**config.mk**
```make
export PLATFORM = sky130hd
export DESIGN_NAME = add_chunk_ctrl
export DESIGN_NICKNAME = d
export VERILOG_FILES = /design/src/rtl/add_chunk_ctrl.sv
export SDC_FILE = /design/constraint.sdc
export NUM_CORES = 1
export LEC_CHECK = 0
export CELL_PAD_IN_SITES_DETAIL_PLACEMENT = 1
export CELL_PAD_IN_SITES_GLOBAL_PLACEMENT = 1
export CORE_MARGIN = 2
export CORE_UTILIZATION = 35
export DETAILED_ROUTE_END_ITERATION = 10
export PLACE_DENSITY_LB_ADDON = 0.08
export SYNTH_ARGS = -nofsm -noshare
export SYNTH_HDL_FRONTEND = slang
export SYNTH_SLANG_ARGS = --single-unit
```
**constraint.sdc**
```tcl
create_clock -name clk -period 4.3 [get_ports clk]
set_input_delay 0.86 -clock clk [delete_from_list [all_inputs] [get_ports clk]]
set_output_delay 0.86 -clock clk [all_outputs]
set_load 0.005 [all_outputs]
```
**src/rtl/add_chunk_ctrl.sv**
```systemverilog
// add_chunk_ctrl: multi-cycle adder that adds W = N*K bit operands one N-bit chunk per cycle.
module add_chunk_ctrl #(
    parameter int N = 4,
    parameter int K = 4,
    localparam int W = N * K,
    localparam int IW = (K > 1) ? $clog2(K) : 1
) (
    input  logic         clk,
    input  logic         rst_n,
    input  logic         in_valid,
    output logic         in_ready,
    input  logic [W-1:0] x,
    input  logic [W-1:0] y,
    input  logic         c_in,
    output logic         out_valid,
    input  logic         out_ready,
    output logic [W-1:0] sum,
    output logic         c_out,
    output logic         busy
);
    typedef enum logic [1:0] {IDLE, RUN, DONE} state_t;
    state_t        state;
    logic [IW-1:0] idx;
    logic          carry;
    logic [W-1:0]  x_reg, y_reg;
    logic [N:0]    chunk;
    assign chunk = {1'b0, x_reg[idx*N +: N]} + {1'b0, y_reg[idx*N +: N]} + {{N{1'b0}}, carry};
    always_ff @(posedge clk or negedge rst_n) begin
        if (!rst_n) begin
            state     <= IDLE;
            idx       <= '0;
            carry     <= 1'b0;
            x_reg     <= '0;
            y_reg     <= '0;
            sum       <= '0;
            c_out     <= 1'b0;
            out_valid <= 1'b0;
            busy      <= 1'b0;
            in_ready  <= 1'b1;
        end else begin
            case (state)
                IDLE: if (in_valid) begin
                    x_reg    <= x;
                    y_reg    <= y;
                    carry    <= c_in;
                    idx      <= '0;
                    in_ready <= 1'b0;
                    busy     <= 1'b1;
                    state    <= RUN;
                end
                RUN: begin
                    sum[idx*N +: N] <= chunk[N-1:0];
                    carry           <= chunk[N];
                    if (idx == IW'(K - 1)) begin
                        c_out     <= chunk[N];
                        busy      <= 1'b0;
                        out_valid <= 1'b1;
                        state     <= DONE;
                    end else begin
                        idx <= idx + IW'(1);
                    end
                end
                DONE: if (out_ready) begin
                    // in_ready rises only after this edge, so no accept can share the handshake cycle
                    out_valid <= 1'b0;
                    in_ready  <= 1'b1;
                    state     <= IDLE;
                end
                default: state <= IDLE;
            endcase
        end
    end
endmodule
```
* Yosys cells after proc, flatten, opt, wreduce, memory -nomap -nowiden
Index checks and enable logic that the tools add are counted.
Storage, ports and cells: register bits 57, input bits 37, output and inout port bits 20
Operators by class: add/subtract/negate cells 4, eq/ne operators 7, shifts and indexed selects 4, mux-type cells 19, reduce and logical (&&, ||, !) cells 12
Operators with widths (number):
- negation 4 -> 34 bit | 1
- variable shift 4 x 34 -> 16 bit (first input constant) | 1
- indexed part select 4 x 34 -> 16 bit | 1
- indexed part select 16 x 5 -> 4 bit | 2
- bitwise mux 16 bit | 1
- AND reduction 3 bit | 5
- 2-to-1 mux 2 bit | 5
- != test 2 bit (second input constant) | 4
- one-hot mux 1 bit (2 select lines) | 4
- 2-to-1 mux 1 bit | 7
- one-hot mux 2 bit (3 select lines) | 1
- AND reduction 2 bit | 3
- nonzero test 2 bit | 3
- adder 4 x 4 -> 5 bit | 1
- adder 5 x 1 -> 5 bit | 1
- == test 2 bit (second input constant) | 2
- one-hot mux 2 bit (2 select lines) | 1
- adder 2 x 1 -> 2 bit (second input constant) | 1
- == test 2 x 1 -> 1 bit (second input constant) | 1
- zero test 2 bit | 1

* Longest topological paths before layout
Gate-level depths: netlist of the first run.
depth after elaboration 5, mapped depth 7, mapped depth without buffers 6

* Least setup slack after synthesis of the first run
Ideal clock, no wire load.
kind register to register, from register idx[0], to register carry, setup time 0.126 ns, data arrival time 2.748 ns, required time 4.174 ns, setup slack 1.426 ns, stages on the path, launching flop included 8, cells stage by stage dfrtp_1 > buf_4 > mux4_2 > fa_1 > fa_1 > a21o_1 > a21o_1 > a221o_1
On the way: longest elaborated chain between the ends 4, elaborated cells between the ends (all ways) 5
RTL lines:
- start, declared | line 23 | logic [IW-1:0] idx;
- start signal, assigned | line 60 | idx <= idx + IW'(1);
- indexed part select 16 x 5 -> 4 bit | line 27 | assign chunk = {1'b0, x_reg[idx*N +: N]} + {1'b0, y_reg[idx*N +: N]} + {{N{1'b0}}, carry};
- adder 4 x 4 -> 5 bit (*) | line 27
- adder 5 x 1 -> 5 bit (*) | line 27
- one-hot mux 1 bit (2 select lines) (*) | line 41 | case (state)
- end signal, assigned | line 45 | carry <= c_in;
- end signal, assigned | line 53 | carry <= chunk[N];
- end, declared | line 24 | logic carry;
Every way passes the cells marked *; elsewhere a longest branch is shown, timed or not. A chain may end at the register's enable or synchronous reset.

* Worst setup path after layout of the first run
from register idx[1], to register carry
The elaborated chain is that of the path after synthesis.

==> results.toml, run 1 <==
[floorplan]
core_sq_um = 7330
num_rows = 31
start_util = 0.367
ioPinCount = 57
die_area_sq_um = 8400
die_width_um = 91.7
die_h_um = 91.7

[cts]
cts_sinks = 57
insertion_delay_ns = 0.33
cts_tree = "done"
numCtsBuffers = 9
clockRootBuffer = "clkbuf_8"
clock_path_buffers = 2
ctsResizeCount = 0
cts_max_level = 3
post_cts_buffers = 0
postCtsHoldBufs = 0
clkTransAtPathRegs_ns = 0.06

[synth]
synth_nets = 234
avgSynthCellArea_sq_um = 14.5
synth_edf_count = 0
ys.flop_type = "dfrtp_1"
synth-async-reset-ratio = 1.00
syn_inst = 186
ys_ff_latch = 57
ys_warn_count = 0
seq_area_frac_synth = 0.531
synthDistinctLibCells = 37
synth.cell_area_sq_um = 2690

[sta]
clock.fmax_mhz = 356
hold_viol = 0
min_period_ns = 2.81
setup_violations = 0
final.setup.tns_ns = 0
rsz0062_at_grt = "false"
finClkSkew_ns = 0.0101
fin_crit_sh = 0.653
slew_headroom = 0.567
fin_ws_ns = 1.49
worst_pin_slew_ns = 0.650
slew_viol_final = 0

[worst_setup_path]
path_cells = "mux4_2 -> fa_1 -> fa_1 -> a21o_1 -> a21o_1 -> a221o_1"
slowest_stage = "dfrtp_1"
critPathTopFamily = "adder cells"
required_ns = 4.51
cp-start-kind = "flip-flop"
cp_slowest_stage_delay_ns = 0.69
crit_arrival_ns = 3.02
cp.buffers_inverters = 0
crit_path_end_kind = "flip-flop"
cp_max_fo = 14
critPathKind = "flip-flop to flip-flop"

[finish]
layout.nets = 296
final_area_sq_um = 3500
drive_above_1_share = 0.253
finish.utilization = 0.477
num_antenna_cells = 0
area_growth_pct = 30.0

[drt]
via_per_inst = 5.01
wl_per_cell_um = 16.5
drt_iter0_drc = 40
drc_errors = 0
antenna_left = 0
wl_um = 5790
firstDrtPassIters = 4
dr_total_vias = 1764

[placed_design]
pre_cts_ws_ns = 1.53
gp_congestion = 0.729
dpl.hpwl_um = 4260
port-buffer-count = 56
placed_area_sq_um = 3340

[run]
drv_cap = 0

[run_status]
status = "finished clean"

[min_path]
min_path_type = "flip-flop to flip-flop"

[power_and_ir_drop]
p_leak_uw = 0.00147
power.ir.vdd_worst_uv = 435
p_total_uw = 2810
power.density_nw_per_um2 = 805

[global_routing]
grt_max_degree = 33
grt_pass1_wl_um = 9810
grt_usage = 0.152
antenna_found_initial = 0
grt_pass1_vias = 1938
overflow = 0
==> final cells by class <==
cell class                 count  area [sq um]
clock inverter                 4          20.0
timing repair buffer          59           578
tap                           99           124
inverter                       6          22.5
clock buffer                  12           135
multi-input combinational    115          1190
sequential                    57          1430
fill                         742          3830
==> through the flow <==
| step | cells | hold slack (ns) |
|---|---|---|
| floorplan | 186 | 0.453 |
| global placement | 336 | 0.482 |
| detailed placement | 336 | 0.485 |
| CTS | 352 | 0.499 |
| global route | 352 | 0.516 |
| finish | 352 | 0.490 |
==> logic make-up after synthesis <==
kind of cell | share of synthesized area
buffers and inverters | 0.0270
multiplexers | 0.205
adder cells (fa/ha/maj) | 0.0567
XOR/XNOR | 0.00326
AND/OR/NAND/NOR | 0.0772
flip-flops | 0.531
AO/OA/AOI/OAI | 0.100
==> routing by layer <==
| metal | part of all wire | global-route usage | routed length, um | up-vias |
|---|---|---|---|---|
| li1 | - | - | - | 811 |
| met4 | 0.013 | 0.0657 | 74 | 0 |
| met1 | 0.45 | 0.197 | 2590 | 893 |
| met3 | 0.041 | 0.0378 | 240 | 7 |
| met5 | 0 | 0 | 0 | - |
| met2 | 0.50 | 0.243 | 2890 | 53 |
==> placed cells by master (no fill, tap or decap), drive strengths merged, types with 2 or more instances in the layout <==
cell,count
a32o,4
o21bai,2
a21oi,7
nor2,4
inv,6
mux2,33
a22o,11
clkinv,4
clkbuf,12
o21ai,7
nor3,2
buf,4
nand3b,4
nand2b,2
ha,9
clkdlybuf4s50,55
nand2,6
dfrtp,56
mux4,8
or3b,2
fa,2
a21o,2
==> cells in the mapped netlist (2+ instances only) <==
master	number	area (sq um)
a21o_1	2	15.0
a21oi_1	7	35.0
a22o_1	11	96.3
a32o_1	4	40.0
buf_4	5	37.5
clkbuf_1	2	7.51
dfrtp_1	56	1400
fa_1	2	40.0
ha_1	9	113
inv_1	6	22.5
mux2_1	2	22.5
mux2_2	31	349
mux4_2	8	180
nand2_1	6	22.5
nand2b_1	2	12.5
nand3b_2	2	22.5
nor2_1	3	11.3
o21ai_0	7	35.0
o21bai_1	2	15.0
or3b_1	2	17.5
==> final timing paths <==
path,to,startpoint,cells after the start,slack (ns)
hold reg to reg,sum[15],sum[15],1,0.49
setup / recovery,carry,idx[1],6,1.49
max in group asynchronous,in_ready,rst_n,2,2.90
hold / removal,sum[15],sum[15],1,0.49
setup reg to reg,carry,idx[1],6,1.49
min in group asynchronous,sum[13],rst_n,1,0.55
==> worst register-to-register path: stages, from the launching register on <==
cell and delay (ns):
dfrtp_1 0.69, mux4_2 0.41, fa_1 0.45, fa_1 0.43, a21o_1 0.20, a21o_1 0.18, a221o_1 0.32
==> where the power goes <==
group	switching (uW)	total (uW)	internal (uW)
clock network	211	417	206
logic	679	1420	736
registers	195	982	786
total	1090	2810	1730
Power figures use the tool's default switching activity.
==> run 2: changes to the inputs <==
==> constraint.sdc (replaced) <==
create_clock -name clk -period 2.7 [get_ports clk]
set_input_delay 0.54 -clock clk [delete_from_list [all_inputs] [get_ports clk]]
set_output_delay 0.54 -clock clk [all_outputs]
set_load 0.005 [all_outputs]
==> run 2 against run 1 <==
Against the previous run: global-route usage increased by 0.74 points; clock power rose by 76%; sequential cell count unchanged; count of clock-buffer cells in the layout did not move; worst hold slack worse by 0.27 ns; first-iteration DRC count fell by 28%; highest routed layer unchanged.
==> results.toml, run 2 (same netlist as run 1, synthesis figures left out) <==
[floorplan]
start_util = 0.367
die_width_um = 91.7
ioPinCount = 57
die_area_sq_um = 8400
core_sq_um = 7330
num_rows = 31
die_h_um = 91.7

[sta]
finClkSkew_ns = 0.00949
worst_pin_slew_ns = 0.641
final.setup.tns_ns = 0
slew_viol_final = 0
hold_viol = 0
setup_violations = 0
slew_headroom = 0.572
fin_crit_sh = 0.956
clock.fmax_mhz = 387
rsz0062_at_grt = "false"
min_period_ns = 2.58

[worst_setup_path]
reg2reg_from = "idx[0]"
critPathTopFamily = "adder cells"
crit_arrival_ns = 2.79
worst_path_most_repeated_cell = "a21o_1"
cp_slowest_stage_delay_ns = 0.53
r2r-end = "carry"
cp_max_fo = 4
crit_path_end_kind = "flip-flop"
crit_start = "idx[0]"
r2r_setup_slack_ns = 0.12
slowest_stage = "mux4_2"
cp-start-kind = "flip-flop"
required_ns = 2.91
critPathKind = "flip-flop to flip-flop"
path_cells = "mux4_2 -> fa_2 -> fa_1 -> a21o_1 -> a21o_1 -> a221o_1"
cp.buffers_inverters = 0
r2r_cells = 6

[global_routing]
grt_max_degree = 33
grt_usage = 0.160
grt_pass1_wl_um = 10100
grt_pass1_vias = 1974
antenna_found_initial = 0
overflow = 0

[finish]
num_antenna_cells = 0
area_growth_pct = 33.1
drive_above_1_share = 0.281
final_cell_mix = "dfrtp_1 (55), clkdlybuf4s50_1 (55), mux2_2 (31)"
layout.nets = 300
layoutNonFillerInstCount = 355

[placed_design]
dpl.hpwl_um = 4480
port-buffer-count = 56
gp_congestion = 0.730
dpl.cell_count = 340

[cts]
clkTransAtPathRegs_ns = 0.07
postCtsHoldBufs = 0
clock_path_buffers = 2
insertion_delay_ns = 0.34
cts_sinks = 57
ctsResizeCount = 0
cts_max_level = 3
cts_tree = "done"
clockRootBuffer = "clkbuf_8"
numCtsBuffers = 9
post_cts_buffers = 0

[power_and_ir_drop]
power.ir.vdd_worst_uv = 648
power_switching_uw = 1780
power.share.combinational = 0.521
power.density_nw_per_um2 = 1320
intPower_uw = 2940
swShare = 0.377
p_seq_frac = 0.323
clockPowerShare = 0.155
p_leak_uw = 0.00151

[drt]
drt_iter0_drc = 29
dr_total_vias = 1776
via_per_inst = 5.00
antenna_left = 0
drc_errors = 0
wl_um = 5970
wl_per_cell_um = 16.8
firstDrtPassIters = 4

[run]
drv_cap = 0

[min_path]
min_path_type = "primary input to async pin"

[run_status]
status = "finished clean"
run 2: area by class of cell:
type,instances,area [sq um]
tap,99,124
sequential,57,1430
fill,745,3750
timing repair buffer,63,633
clock buffer,12,165
clock inverter,3,15.0
inverter,6,22.5
multi-input combinational,115,1190
run 2: metal layers:
| layer | vias to the layer above | share of wire | GRT usage |
|---|---|---|---|
| met5 | - | 0 | 0 |
| met4 | 0 | 0.016 | 0.0720 |
| met3 | 8 | 0.045 | 0.0460 |
| met2 | 45 | 0.51 | 0.269 |
| met1 | 896 | 0.43 | 0.189 |
| li1 | 827 | - | - |
run 2: metrics by stage:
step / hold WS (ns) / area, sq um / utilization / total power (uW) / worst slack, ns
after floorplan: 0.244 / 2700 / - / 3060 / 0.00740
after global placement: 0.467 / 3400 / 0.464 / 3960 / 0.195
after detailed placement: 0.478 / 3400 / 0.464 / 4050 / 0.155
after CTS: 0.243 / 3580 / 0.488 / 4800 / 0.112
after global routing: 0.265 / 3580 / 0.488 / 5090 / 0.0350
final: 0.220 / 3580 / 0.488 / 4730 / 0.118
run 2: power by group through the flow:
| stage | clock network [uW] | logic [uW] | registers (uW) |
|---|---|---|---|
| CTS | 756 | 2510 | 1540 |
| floorplan | 0 | 1610 | 1460 |
| global route | 788 | 2700 | 1600 |
| global placement | 0 | 2420 | 1530 |
| finish | 733 | 2460 | 1530 |
| detailed placement | 0 | 2500 | 1550 |
run 2: worst max path at each step:
| stage | end | slack (ns) | cells after the start |
|---|---|---|---|
| 5_1_grt | carry | 0.03 | 6 |
| 2_1_floorplan | carry | 0.007 | 7 |
| 4_1_cts | carry | 0.11 | 6 |
| 3_3_place_gp | carry | 0.20 | 6 |
| 3_5_place_dp | carry | 0.15 | 6 |
| 6_report | carry | 0.12 | 6 |
==> edit, RTL diff (settings of run 2) <==
The 3 states of `state_t` get a one-hot encoding in 3 bits.
--- a/src/rtl/add_chunk_ctrl.sv
+++ b/src/rtl/add_chunk_ctrl.sv
@@ -20,3 +20,3 @@
 );
-    typedef enum logic [1:0] {IDLE, RUN, DONE} state_t;
+    typedef enum logic [2:0] {IDLE = 3'b001, RUN = 3'b010, DONE = 3'b100} state_t;
     state_t        state;
Check against the original RTL: same outputs for any inputs over 10 cycles, from zero or initial values and one cycle with rst_n low; not proved beyond that.
==> edit against run 2 <==
- setup slack gained 0.068 ns
- sequential share of layout area increased by 0.60 points
- routed wire length down 4.3%
- utilization up 0.12 points
- synthesized cell count up 2.7%
- sequential cell count up 1
- design area grew 0.24%
- final cell count grew 2.0%
- total power fell by 20%
- clock power is 20% higher
- synthesized area down 0.14%
- critical path type unchanged
- largest cell class unchanged
- highest routed layer unchanged
==> edit: results (changes against run 2) <==
[clock_tree]
cts_root_buf = clkbuf_8
htreeDepth = 3  ; unchanged
path_clk_slew_ns = 0.07  ; about the same
post_cts_resized = 0  ; unchanged
postCtsSetupBuffers = 0  ; unchanged
clk-insertion-delay-late_ns = 0.34  ; about the same
numCtsBuffers = 9  ; unchanged
clockBufferDepth = 2  ; unchanged

[final_layout]
diodes = 0  ; unchanged
n_fill_cell = 735  ; -1.3%
layout-drive-gt1-share = 0.2662  ; -0.01509
finalNonFillerCells = 362  ; +2.0%
layout.nets = 306  ; +2.0%

[global_route]
grt_max_degree = 36  ; +9.1%
grtUsageTotal = 0.1555  ; -0.004266
antenna_found_initial = 0  ; unchanged
grt_pass1_vias = 1981  ; +0.35%
grt_pass1_wl_mm = 9.956  ; -1.8%

[yosys]
synth-async-reset-ratio = 1.000  ; unchanged
syn_nets = 239  ; +2.1%
ys_seq_area_frac = 0.5412  ; +0.01052
yosysWarnings = 0  ; unchanged
synthTopCellsByArea = dfrtp_1, mux2_2, mux4_2, ha_1, a22o_1
yosysUniqueCellTypes = 28  ; -24%
synthCells = 191  ; +2.7%
synth_common_cells = dfrtp_1, mux2_2, nand2_1, a22o_1, ha_1

[worst_setup_path]
critPathMaxFanout = 5  ; +1
crit_arrival_ns = 2.72  ; -0.07 ns

[place]
placed_area_um2 = 3372  ; -0.85%
port_buffers = 56  ; unchanged
dpl.cell_count = 346  ; +1.8%
post-dp-hpwl_mm = 4.276  ; -4.5%
gp_congestion = 0.7548  ; +3.3%

[power_and_ir_drop]
leakage_nw = 1.492  ; -1.3%
peakVddDrop_uv = 392.8  ; -39%

[timing]
fin_skew_ns = 0.006684  ; -0.002807 ns
worst_pin_slew_ns = 0.6097  ; -0.03160 ns

[run]
max_cap_violations = 0  ; unchanged

[detailed_routing]
drtIter0Drc = 38  ; +31%
firstDrtPassIters = 4  ; unchanged
wl_per_cell_um = 15.79  ; -6.1%
viasPerCell = 4.856  ; -2.9%

[worst_hold_path]
min_path_type = in2async

[status]
status = finished clean

[edit: cell types whose count changed in the layout (fill, tap and decap cells not counted), moves of 3 or more]
| cell | change |
|---|---|
| or3_1 | +4 |
| nand2_1 | +8 |
| o31ai_1 | +3 |
| nor2_1 | +4 |
| a32o_1 | -4 |
| mux2i_1 | +3 |
[edit: metrics by stage]
stage	util	setup WS (ns)
finish	0.4897	0.1868
global route	0.4897	0.05311
CTS	0.4897	0.1674
detailed placement	0.4600	0.1869
global placement	0.4600	0.2377
floorplan	-	0.2499
[edit: cell families after synthesis]
group,after synthesis,synth area share
compound gates,33,0.08803
buf+inv,13,0.03633
mux,43,0.2124
fa+ha+maj,11,0.05682
xor+xnor,2,0.006522
flops,58,0.5412
simple gates,31,0.05869
[edit: per-layer routing]
layer / track usage / share of wire / vias up
li1: - / - / 828
met1: 0.1821 / 0.44 / 886
met2: 0.2635 / 0.51 / 37
met3: 0.04930 / 0.035 / 7
met4: 0.06439 / 0.018 / 0
met5: 0 / 0 / -
[edit: layout make-up]
cell class | instances | area, um^2 | area share
Multi-Input combinational cell | 120 | 1135 | 0.3161
Sequential cell | 58 | 1454 | 0.4050
Clock buffer | 10 | 137.6 | 0.03834
Timing Repair Buffer | 64 | 640.6 | 0.1785
Inverter | 5 | 18.77 | 0.005228
Tap cell | 99 | 123.9 | 0.03451
Clock inverter | 6 | 80.08 | 0.02231
[edit: power breakdown]
group | internal (mW) | leakage (nW) | switching (mW) | total, mW
clock | 0.538 | 0.116 | 0.342 | 0.880
sequential | 1.19 | 0.712 | 0.191 | 1.38
combinational | 0.832 | 0.664 | 0.687 | 1.52
[edit: worst paths after layout]
check                      startpoint       end  slack [ns]  depth (start not counted)
setup / recovery               idx[0]     carry        0.19                          6
hold / removal                  rst_n  state[1]        0.21                          1
setup reg to reg               idx[0]     carry        0.19                          6
hold reg to reg                  busy      busy        0.49                          1
max in group asynchronous       rst_n  y_reg[1]        1.90                          2
min in group clk                 busy      busy        0.49                          1
[edit: critical path, stage by stage, from the launching register on]
cell     delay [ns]
dfrtp_1        0.45
mux4_2         0.54
fa_1           0.44
fa_1           0.42
a21o_1         0.19
a21oi_1        0.23
a21oi_1        0.10
